File: config.mk
export PLATFORM = sky130hd
export DESIGN_NAME = dma_rd_mac_sched
export DESIGN_NICKNAME = d
export VERILOG_FILES = /design/src/rtl/dma_rd_mac_sched.sv
export SDC_FILE = /design/constraint.sdc
export NUM_CORES = 1
export LEC_CHECK = 0
export ABC_AREA = 1
export BUFFER_PORTS_ARGS = -buffer_cell sky130_fd_sc_hd__buf_2
export CORE_ASPECT_RATIO = 0.5
export CORE_MARGIN = 3
export CORE_UTILIZATION = 59
export DETAILED_ROUTE_END_ITERATION = 10
export PLACE_DENSITY = 0.8
export SLEW_MARGIN = 40
export SYNTH_ARGS = -nofsm -noshare
export SYNTH_HDL_FRONTEND = slang
export SYNTH_SLANG_ARGS = --single-unit
File: constraint.sdc
create_clock -name clk -period 3.9 [get_ports clk]
set_clock_uncertainty 0.1 [all_clocks]
set_input_delay 0.78 -clock clk [delete_from_list [all_inputs] [get_ports clk]]
set_output_delay 0.78 -clock clk [all_outputs]
set_load 0.01 [all_outputs]
File: src/rtl/dma_rd_mac_sched.sv
// ---------------------------------------------------------------------------
// dma_rd_mac_sched : round-robin scheduler offering MAC read queues to DMA
// Rev 1.0
// ---------------------------------------------------------------------------
`default_nettype none

module dma_rd_mac_sched #(
  parameter int BURST = 1
) (
  input  logic        clk,
  input  logic        reset_n,
  input  logic        cnet_reprog,
  input  logic [15:0] q_pkt_avail,
  input  logic [15:0] q_enable,
  input  logic        dma_rd_request,
  input  logic        dma_in_progress,
  input  logic        ctrl_done,
  input  logic        dma_fatal_err,
  output logic        dma_rd_request_q_vld,
  output logic [3:0]  dma_rd_request_q,
  output logic [1:0]  sched_state
);

  typedef enum logic [1:0] {
    IDLE    = 2'd0,
    OFFER   = 2'd1,
    XFER    = 2'd2,
    RELEASE = 2'd3
  } state_t;

  localparam logic [3:0] BURST_INIT = 4'(BURST);

  state_t      state, state_nxt;
  logic [3:0]  rr_ptr, rr_ptr_nxt;
  logic [3:0]  credit, credit_nxt;
  logic [3:0]  q_nxt;
  logic        vld_nxt;
  logic [15:0] eligible;
  logic [3:0]  sel;
  logic [3:0]  idx;
  logic        sel_found;

  assign eligible    = q_pkt_avail & q_enable;
  assign sched_state = state;

  // First eligible queue at or above rr_ptr, wrapping through 15 -> 0.
  always_comb begin
    sel       = 4'd0;
    sel_found = 1'b0;
    idx       = rr_ptr;
    for (int i = 0; i < 16; i++) begin
      idx = rr_ptr + 4'(i);
      if (!sel_found && eligible[idx]) begin
        sel       = idx;
        sel_found = 1'b1;
      end
    end
  end

  always_comb begin
    state_nxt  = state;
    q_nxt      = dma_rd_request_q;
    vld_nxt    = 1'b0;
    rr_ptr_nxt = rr_ptr;
    credit_nxt = credit;
    case (state)
      IDLE: begin
        if (sel_found) begin
          q_nxt     = sel;
          vld_nxt   = 1'b1;
          state_nxt = OFFER;
          // Burst credit belongs to one queue; a new queue starts fresh.
          if (sel != dma_rd_request_q) credit_nxt = BURST_INIT;
        end
      end
      OFFER: begin
        if (dma_rd_request) begin
          state_nxt = XFER;
        end else if (!eligible[dma_rd_request_q] && !dma_in_progress) begin
          state_nxt = IDLE;
        end else begin
          vld_nxt = 1'b1;
        end
      end
      XFER: begin
        if (ctrl_done && !dma_fatal_err) state_nxt = RELEASE;
      end
      RELEASE: begin
        if (credit > 4'd1) begin
          credit_nxt = credit - 4'd1;
          rr_ptr_nxt = dma_rd_request_q;
        end else begin
          credit_nxt = BURST_INIT;
          rr_ptr_nxt = dma_rd_request_q + 4'd1;
        end
        state_nxt = IDLE;
      end
      default: state_nxt = IDLE;
    endcase
  end

  always_ff @(posedge clk or negedge reset_n) begin
    if (!reset_n) begin
      state                <= IDLE;
      dma_rd_request_q_vld <= 1'b0;
      dma_rd_request_q     <= 4'd0;
      rr_ptr               <= 4'd0;
      credit               <= BURST_INIT;
    end else if (cnet_reprog) begin
      state                <= IDLE;
      dma_rd_request_q_vld <= 1'b0;
      dma_rd_request_q     <= 4'd0;
      rr_ptr               <= 4'd0;
      credit               <= BURST_INIT;
    end else begin
      state                <= state_nxt;
      dma_rd_request_q_vld <= vld_nxt;
      dma_rd_request_q     <= q_nxt;
      rr_ptr               <= rr_ptr_nxt;
      credit               <= credit_nxt;
    end
  end

endmodule

`default_nettype wire

==> results.md, run 1 <==
- Max VDD drop: about 0.0003 V
- CTS Root Cell: clkbuf_8
- Post-synth ARST share: 100.0%
- Cts bufs inserted: 3
- Max-cap violations: 0
- Worst-Skew Late Latency: 0.25 ns
- # IOs: 46
- Die area: 5990 um2
- R2r setup slk: 0.17 ns
- Final antenna-violating net count: 0
- Critical Path RT: ~3.9 ns
- Num rows: 17
- Register area share after synthesis: between 10% and 20%
- Area grow syn2layout: 21.97%
- Setup TNS: 0 ns
- Number of diodes: 0
- DR DRC count: 0
- Hold buffers post-CTS: 0
- Final Util: 78.72%
- Htree depth: 1
- Detailed-route via count: about 3800
- Total power: ~1.1 mW
- Largest cells by area after synthesis: nand2_1 (22%), nand3_1 (16%), dfrtp_1 (12%)
- Die height: 56.25 um
- # fillers: 395
- Count of cell types in the netlist: 40
- Count of pins over their slew limit: 0
- DRT Pass-1 Iters: 5
- Critical path depth: 26
- Status: finished clean
- Finish-stage setup viols: 0
- Worst-margin pin slew: 0.6057 ns
- Arr. time, crit path: approximately 3.8 ns
- Initial antenna violation count: 0
- CP max stage cell: dfrtp_1
- 1st-iter DRT viols: ~380
- Startpoint types: register
- Starting density of the core: 64.54%
- PwrDens: 310.9 nW/um2
- Synthesized Nets: 559
- Top FF cell, synth: dfrtp_1
- Type of the tightest min-delay check: in -> async
- Number of synthesized flops with an enable pin: 0
- Die width: 106.5 um
- Crit Path Max Fanout: 7
- Tot GR Track Use: 32.43%
- I/O Buffers: 45
- Clk sinks: 15
- Final Instance Count excl. Fillers: 649
- Fin crit period: 3.726 ns
- Critical path type: reg -> reg
- CP dominant cell by count: nand2_1
- Synth Warn #: 0
- Reg clk slew, reported paths: 0.06 ns
- Worst R2R Path Depth: 26
- Static Leakage: 1.933 nW
- Crit end category: register
- Post-Place Cells: 630
- Largest net degree at the start of global routing: 21
- CP peak stage delay: 0.40 ns
- Post-Syn Area per Cell: between 5 and 6 um2
- Clk buf depth: 2
- First-pass GRT wire length: between 15 and 20 mm
- Synth top area share: roughly 22%
- Vias/cell: 5.894
- Global route overflow: 0
- CP Buf/Inv Count: 3
- Relative slew margins: 59.19%
- Cells after Synth: 510
- Core Box Area: ~4600 um2
- CP startpoint: rr_ptr[1]
- Detailed-route wire length per cell: 15.39 um
- Share of layout cells above drive strength 1: ~26%
- FF-to-FF End: credit[2]
- Fmax: 268.4 MHz
- Fin. Hold Viols: 0
- FF-to-FF Start: rr_ptr[1]
- Post-synth top area cell: nand2_1
- Synthesis-stage register bit count: 15
- Vias in the first global route: 3263
- Net count, final: 633
- Post-Synthesis Cell Area: between 2000 and 3000 um2
- CTS tree: done
- Cell family with most CP delay: simple AND/OR/NAND/NOR gates
- GP Congestion: between 1 and 1.5
- Final Cycle Share: a little over nine tenths
- Drt total wl: 9.991 mm
- Post-DP HPWL: slightly below 8 mm
==> cell type report <==
| cell class | instances | area, um2 | area share, % |
|---|---|---|---|
| inverter | 55 | 214.0 | 5.888 |
| clock buffer | 4 | 45.04 | 1.240 |
| tap | 66 | 82.58 | 2.273 |
| multi-input combinational | 429 | 2419 | 66.56 |
| sequential | 15 | 377.9 | 10.40 |
| timing repair buffer | 80 | 495.5 | 13.64 |
==> worst max path at each step <==
stage | endpoint | slack (ns)
after floorplan | credit[2] | 0.43
after global placement | credit[2] | 0.21
after detailed placement | credit[2] | 0.15
after CTS | credit[2] | 0.14
after global routing | credit[2] | -0.03
final | credit[2] | 0.17
==> repair_timing <==
item | in CTS | in global routing
setup buffers | 0 | 15
resized for setup | 0 | 28
setup endpoints to repair | 0 | 4
==> logic make-up (layout without fill, tap and decap cells) <==
kind of cell             count (synthesis)  count (layout)  synth area share (%)
XOR/XNOR                                10              10                 3.822
AO/OA/AOI/OAI                           52              52                 10.58
buffers and inverters                   66             139                 10.08
flip-flops                              15              15                 12.64
AND/OR/NAND/NOR                        357             357                 58.67
adder cells (fa/ha/maj)                 10              10                 4.200
==> worst reg2reg max path, delay by kind of cell (launching register included) <==
| kind | cells | cell delay, ns |
|---|---|---|
| buf+inv | 3 | 0.36 |
| flops | 1 | 0.40 |
| fa+ha+maj | 1 | 0.32 |
| simple gates | 22 | 2.45 |
==> placed cells by master, fill, tap and decap left out, types with 2 or more instances in the layout <==
| master | instances |
|---|---|
| nand4_4 | 2 |
| o21ai_0 | 13 |
| buf_2 | 45 |
| buf_6 | 2 |
| nand3_1 | 93 |
| nor2_1 | 26 |
| a21oi_1 | 13 |
| o22ai_1 | 5 |
| nand2_2 | 7 |
| o2111ai_1 | 2 |
| buf_4 | 33 |
| nor2_4 | 6 |
| nand3b_1 | 3 |
| nor2_8 | 2 |
| nand4_1 | 13 |
| xor2_1 | 6 |
| a211oi_1 | 2 |
| dfrtp_1 | 13 |
| nand3_2 | 18 |
| ha_1 | 6 |
| nor2_2 | 5 |
| clkbuf_8 | 3 |
| inv_2 | 8 |
| nand2_1 | 174 |
| a221oi_1 | 3 |
| a31oi_1 | 3 |
| ha_4 | 3 |
| xor2_2 | 2 |
| clkinv_1 | 2 |
| o21a_1 | 2 |
| nor3_1 | 5 |
| inv_1 | 44 |
| o21ai_1 | 4 |
==> flip-flops by register name, indices dropped and copies added (netlist names) <==
signal	count
dma_rd_request_q_vld	1
sched_state	2
credit	4
rr_ptr	4
dma_rd_request_q	4
==> routing by layer <==
metal / up-vias / track usage, % / part of all wire (%) / routed length (um)
met5: - / 0 / 0 / 0
met1: 1743 / 48.11 / 44 / 4408
met2: 216 / 48.87 / 42 / 4177
met4: 0 / 6.557 / 1.7 / 169
li1: 1846 / - / - / -
met3: 20 / 5.910 / 12 / 1235
==> cell usage after synthesis (all sizes together) (5+ instances only) <==
master  count
o21ai      17
nand3     112
buf        10
nand2     182
xor2        9
dfrtp      14
ha         10
o22ai       5
nand4      15
nor2       39
nor3        5
a21oi      15
inv        53
==> per-stage QoR <==
stage	hold slack (ns)	setup WS [ns]	cell area (um2)
final	0.3206	0.1742	3633
after global routing	0.3401	-0.03414	3633
after CTS	0.3315	0.1392	3396
after detailed placement	0.3886	0.1508	3351
after global placement	0.3874	0.2117	3351
after floorplan	0.3645	0.4307	2979
==> power by group <==
group          switching [mW]  internal [mW]  leakage [nW]
Clock                  0.0543         0.0724        0.0228
Combinational           0.495          0.287          1.71
Sequential             0.0438          0.177         0.198
Total                   0.593          0.537          1.93
Note: power is estimated with default switching activity, not from simulation.
==> inputs of run 2 (changes only) <==
--- a/config.mk
+++ b/config.mk
@@ -7,11 +7,12 @@
 export LEC_CHECK = 0
 export ABC_AREA = 1
 export BUFFER_PORTS_ARGS = -buffer_cell sky130_fd_sc_hd__buf_2
-export CORE_ASPECT_RATIO = 0.5
+export CORE_ASPECT_RATIO = 0.9
 export CORE_MARGIN = 3
 export CORE_UTILIZATION = 59
 export DETAILED_ROUTE_END_ITERATION = 10
-export PLACE_DENSITY = 0.8
+export PLACE_DENSITY = 0.82
+export REMOVE_ABC_BUFFERS = 1
 export SLEW_MARGIN = 40
 export SYNTH_ARGS = -nofsm -noshare
 export SYNTH_HDL_FRONTEND = slang
==> run 2 against run 1 <==
  * Critical path type unchanged
  * Non-clock buffer count stayed put
  * Clock-buffer cell count is 1 lower
  * Clock power is 9% higher
  * First-iteration DRC count is 39% higher
  * Worst setup slack worse by 0.056 ns
  * Global-route usage is 3.4 points higher
  * Flip-flop and latch count stayed put
  * Fmax is 1.5% lower
  * Critical endpoint unchanged
  * Sequential power is 3% higher
  * Final area is 1.8% higher
==> results.md, run 2 (synthesized netlist as in run 1, its figures left out) <==
- Largest net degree at the start of global routing: 21
- Final Cycle Share: about 97%
- Area grow syn2layout: 24.19%
- Number of diodes: 0
- Initial antenna violation count: 0
- R2r setup slk: 0.12 ns
- Post-DP HPWL: 8.389 mm
- Drt total wl: ~11 mm
- Critical Path RT: a little under 4 ns
- Setup TNS: 0 ns
- CP peak stage delay: 0.46 ns
- Crit end category: register
- Largest regs: credit (4), dma_rd_request_q (4), rr_ptr (4)
- Clk buf depth: 2
- CP max stage cell: dfrtp_2
- PwrDens: 317.0 nW/um2
- Reg clk slew, reported paths: 0.07 ns
- Tot GR Track Use: 35.81%
- DRT Pass-1 Iters: 6
- Status: finished clean
- Global route overflow: 0
- Arr. time, crit path: 3.84 ns
- Cts bufs inserted: 3
- # IOs: 46
- CP dominant cell by count: nand2_1
- # fillers: 355
- 1st-iter DRT viols: 530
- Worst-Skew Late Latency: 0.26 ns
- Die area: between 5000 and 6000 um2
- CTS Root Cell: clkbuf_8
- Startpoint types: register
- Detailed-route via count: 4035
- Count of pins over their slew limit: 0
- Starting density of the core: 63.90%
- Num rows: 23
- Design area: between 3000 and 4000 um2
- Clk sinks: 15
- Type of the tightest min-delay check: in -> async
- Worst-margin pin slew: 0.8298 ns
- Finish-stage setup viols: 0
- Die height: 73.41 um
- CTS tree: done
- Vias/cell: 6.256
- I/O Buffers: 45
- Fin crit period: about 3.8 ns
- Final Instance Count excl. Fillers: 645
- Final Util: between 70 and 80%
- Core Box Area: 4662 um2
- Relative slew margins: 44.10%
- First-pass GRT wire length: ~17 mm
- Max VDD drop: 0.0002638 V
- Max-cap violations: 0
- GP Congestion: ~1.0
- Critical path type: reg -> reg
- Net count, final: 633
- Final antenna-violating net count: 0
- Static Leakage: 1.963 nW
- Htree depth: 1
- Detailed-route wire length per cell: 17.44 um
- Post-Place Cells: 621
- Die width: around 80 um
- Crit Path Max Fanout: 8
- Fmax: about 260 MHz
- Commonest non-fill, non-tap cell in the layout: nand2_1
- DR DRC count: 0
- Fin. Hold Viols: 0
- Share of layout cells above drive strength 1: 26.76%
- Most frequent cells in the layout: nand2_1 (169), nand3_1 (92), buf_2 (45), inv_1 (44), buf_4 (29)
- Vias in the first global route: approximately 3500
- Placed inst area: 3308 um2
==> run 2: cell count changes in the layout (fill, tap and decap cells not counted), sizes merged <==
| cell | before | now |
|---|---|---|
| clkbuf | 4 | 3 |
| inv | 53 | 52 |
| clkinv | 2 | 3 |
| clkinvlp | 0 | 1 |
==> run 2: final cells by class <==
| cell class | instances | area, um2 | area share (%) |
|---|---|---|---|
| Timing Repair Buffer | 80 | 528.0 | 14.27 |
| Clock buffer | 3 | 41.29 | 1.116 |
| Inverter | 55 | 217.7 | 5.884 |
| Tap cell | 62 | 77.57 | 2.097 |
| Clock inverter | 1 | 5.005 | 0.1353 |
| Multi-Input combinational cell | 429 | 2451 | 66.25 |
| Sequential cell | 15 | 379.1 | 10.25 |
==> run 2: power breakdown <==
part	internal (mW)	leakage (nW)	switching, mW
clock network	0.0712	0.0255	0.0677
logic	0.291	1.74	0.514
registers	0.177	0.197	0.0513
==> run 2: worst max-delay path: cells and delay by family (launching register included) <==
family,cells,cell delay [ns]
simple gates,24,2.37
buf+inv,4,0.50
flops,1,0.46
fa+ha+maj,1,0.23
==> run 2: final timing paths <==
path / cells after the start / startpoint / to
setup / recovery: 29 / rr_ptr[1] / credit[2]
hold / removal: 1 / reset_n / sched_state[1]
setup reg to reg: 29 / rr_ptr[1] / credit[2]
hold reg to reg: 2 / credit[0] / credit[0]
max in group asynchronous: 1 / reset_n / credit[0]
min in group clk: 2 / credit[0] / credit[0]
==> run 2: repair_timing <==
action	in CTS	in global routing
setup endpoints to repair	0	6
setup buffers	0	20
gates resized for setup	0	40
hold buffers	0	0
==> run 2: metal layers <==
layer,global-route usage [%],wire length [um]
met4,8.255,381
met3,5.760,1304
met5,0,0
met2,55.88,5000
met1,51.61,4565
==> run 2: through the flow <==
| stage | hold slack, ns | power (mW) | worst slack, ns |
|---|---|---|---|
| floorplan | 0.3645 | 0.7153 | -0.08099 |
| finish | 0.3262 | 1.173 | 0.1183 |
| CTS | 0.3342 | 1.060 | 0.09669 |
| global route | 0.3326 | 1.258 | -0.1512 |
| global placement | 0.3785 | 0.9082 | 0.2088 |
| detailed placement | 0.4036 | 0.9246 | 0.1206 |
==> inputs of run 3 (changes only) <==
--- a/config.mk
+++ b/config.mk
@@ -9,9 +9,9 @@
 export BUFFER_PORTS_ARGS = -buffer_cell sky130_fd_sc_hd__buf_2
 export CORE_ASPECT_RATIO = 0.9
 export CORE_MARGIN = 3
-export CORE_UTILIZATION = 59
+export CORE_UTILIZATION = 60
 export DETAILED_ROUTE_END_ITERATION = 10
-export PLACE_DENSITY = 0.82
+export PLACE_DENSITY = 0.84
 export REMOVE_ABC_BUFFERS = 1
 export SLEW_MARGIN = 40
 export SYNTH_ARGS = -nofsm -noshare
==> constraint.sdc (replaced) <==
create_clock -name clk -period 4.7 [get_ports clk]
set_clock_uncertainty 0.1 [all_clocks]
set_input_delay 0.94 -clock clk [delete_from_list [all_inputs] [get_ports clk]]
set_output_delay 0.94 -clock clk [all_outputs]
set_load 0.01 [all_outputs]
==> run 3 against run 2 <==
  * Sequential share of layout area grew 1.2 points
  * Routed wire length down 12%
  * Non-clock buffer count shrank 30
  * Die area fell by 1.5%
  * Largest cell class unchanged
  * Core utilization down 8.1 points
  * Largest power group unchanged
  * Critical endpoint is now credit[1]
  * Critical path type unchanged
  * Fmax is 5.2% lower
  * Clock-buffer cell count unchanged
  * Register-to-register slack gained 0.59 ns
==> results.md, run 3 (synthesized netlist as in run 1, its figures left out) <==
- Detailed-route wire length per cell: 16.16 um
- PwrDens: 270.1 nW/um2
- Finish-stage setup viols: 0
- Share of layout cells above drive strength 1: 18.44%
- Clk sinks: 15
- Logic gate share of total power: around two thirds
- Critical Path RT: 4.79 ns
- End of the critical path: credit[1]
- Tot GR Track Use: 35.70%
- Largest regs: credit (4), dma_rd_request_q (4), rr_ptr (4)
- Core Box Area: 4604 um2
- Detailed-route via count: 3758
- Htree depth: 1
- Startpoint types: register
- Relative slew margins: between 50% and 60%
- Global route overflow: 0
- R2r setup slk: 0.71 ns
- Type of the tightest min-delay check: reg -> reg
- First-pass GRT wire length: 16.51 mm
- CP startpoint: rr_ptr[0]
- GP Congestion: 0.9793
- Vias/cell: 6.111
- Worst-margin pin slew: 0.5947 ns
- Static Leakage: roughly 1.8 nW
- Reg clk slew, reported paths: 0.07 ns
- Initial antenna violation count: 0
- FF+latch area: about 380 um2
- Crit Path Max Fanout: 14
- Cell Int Power: 0.4022 mW
- DRT Pass-1 Iters: 6
- Clk network pwr share: 12.2%
- Drt total wl: ~9.9 mm
- Die width: approximately 80 um
- Hold buffers post-CTS: 0
- Max VDD drop: approximately 0.00015 V
- Final Cycle Share: 84.88%
- Worst R2R Path Depth: 27
- # fillers: roughly 430
- Count of pins over their slew limit: 0
- Resize count post-CTS: 0
- Sw Pwr: 0.4835 mW
- Part of the power in registers: 21.0%
- Crit end category: register
- Largest net degree at the start of global routing: 23
- Post-CTS Setup Bufs: 0
- FF-to-FF End: credit[1]
- Starting density of the core: 64.70%
- Setup TNS: 0 ns
- CTS Root Cell: clkbuf_8
- Most frequent cells in the layout: nand2_1 (176), nand3_1 (97), inv_1 (46), buf_2 (45), nor2_1 (27)
- Net count, final: 603
- Final antenna-violating net count: 0
- Critical path type: reg -> reg
- Vias in the first global route: between 3000 and 4000
- Fin crit period: roughly 4 ns
- Fin. Hold Viols: 0
- Net Sw Frac: 54.59%
- Num rows: 23
- Area of the multi-input gates: 2302 um2
- Die height: around 73 um
- # IOs: 46
- Status: finished clean
- Cts bufs inserted: 3
- Clk buf depth: 2
- DR DRC count: 0
- Max-cap violations: 0
- Number of diodes: 0
- Hold Slack: around 0.40 ns
- CTS tree: done
- 1st-iter DRT viols: 383
- RSZ-0062 raised after global routing: no
- Die area: 5848 um2
- Fmax: ~250 MHz
- FF-to-FF Start: rr_ptr[0]
- Area grow syn2layout: 10.08%
- Worst-Skew Late Latency: 0.25 ns
- Post-DP HPWL: 7.988 mm
- Arr. time, crit path: 4.08 ns
- I/O Buffers: 45
- Commonest non-fill, non-tap cell in the layout: nand2_1
==> run 3: worst min-delay path by stage <==
stage               startpoint   endpoint  slack, ns  depth (start not counted)
floorplan            credit[1]  credit[1]       0.36                          2
finish               credit[0]  credit[0]       0.40                          2
global placement     credit[0]  credit[0]       0.38                          2
CTS                  credit[0]  credit[0]       0.40                          2
detailed placement   credit[0]  credit[0]       0.39                          2
global route         credit[0]  credit[0]       0.45                          2
==> run 3: layout make-up <==
type	instances	share of cell area, %
well taps	62	2.366
inverters	55	6.524
repair buffers	50	8.012
flip-flops and latches	15	11.48
clock inverters	1	0.1526
multi-input cells	429	70.20
clock buffers	3	1.259
==> run 3: critical path, cell delays in order, from the launching register on <==
cell and delay, ns:
dfrtp_1 0.36, inv_2 0.05, ha_1 0.43, inv_1 0.42
nand3_1 0.18, nand3_1 0.14, nand3_1 0.10, nand2_2 0.11
nand3_4 0.11, nor2_8 0.17, nand4_1 0.18, inv_1 0.17
nand2_1 0.07, o21ai_0 0.09, nand3_1 0.10, o21ai_1 0.14
nand3_1 0.10, nor2_1 0.17, nand3_1 0.12, nand2_1 0.08
nand2_1 0.06, nor2_1 0.10, nand2_1 0.05, nand2_1 0.05
nand2_1 0.07, nand2_2 0.10, nand2_1 0.06, nand2_1 0.06
==> run 3: metrics by stage <==
step	std cells	setup WS, ns	cell area, um2	utilization, %	power, mW
final	615	0.7105	3279	71.22	0.8857
after global routing	615	0.2811	3279	71.22	0.9611
after CTS	615	0.7680	3279	71.22	0.8682
after detailed placement	611	0.7948	3233	70.22	0.7576
after global placement	611	0.8579	3233	70.22	0.7466
after floorplan	499	0.7190	2893	-	0.5935
==> run 3: routing by layer <==
metal / part of all wire (%) / routed length (um) / vias to the layer above / global-route usage [%]
met1: 42 / 4181 / 1705 / 50.15
met3: 12 / 1201 / 23 / 9.506
met5: 0 / 0 / - / 0
met4: 2.1 / 208 / 0 / 7.129
met2: 44 / 4346 / 235 / 55.33
li1: - / - / 1795 / -
==> run 3: power by group through the flow <==
| stage | Sequential (mW) | Clock (mW) | Combinational (mW) |
|---|---|---|---|
| 2_1_floorplan | 0.183 | 0 | 0.410 |
| 3_5_place_dp | 0.186 | 0 | 0.572 |
| 3_3_place_gp | 0.185 | 0 | 0.561 |
| 4_1_cts | 0.183 | 0.110 | 0.575 |
| 5_1_grt | 0.188 | 0.114 | 0.659 |
| 6_report | 0.186 | 0.108 | 0.591 |
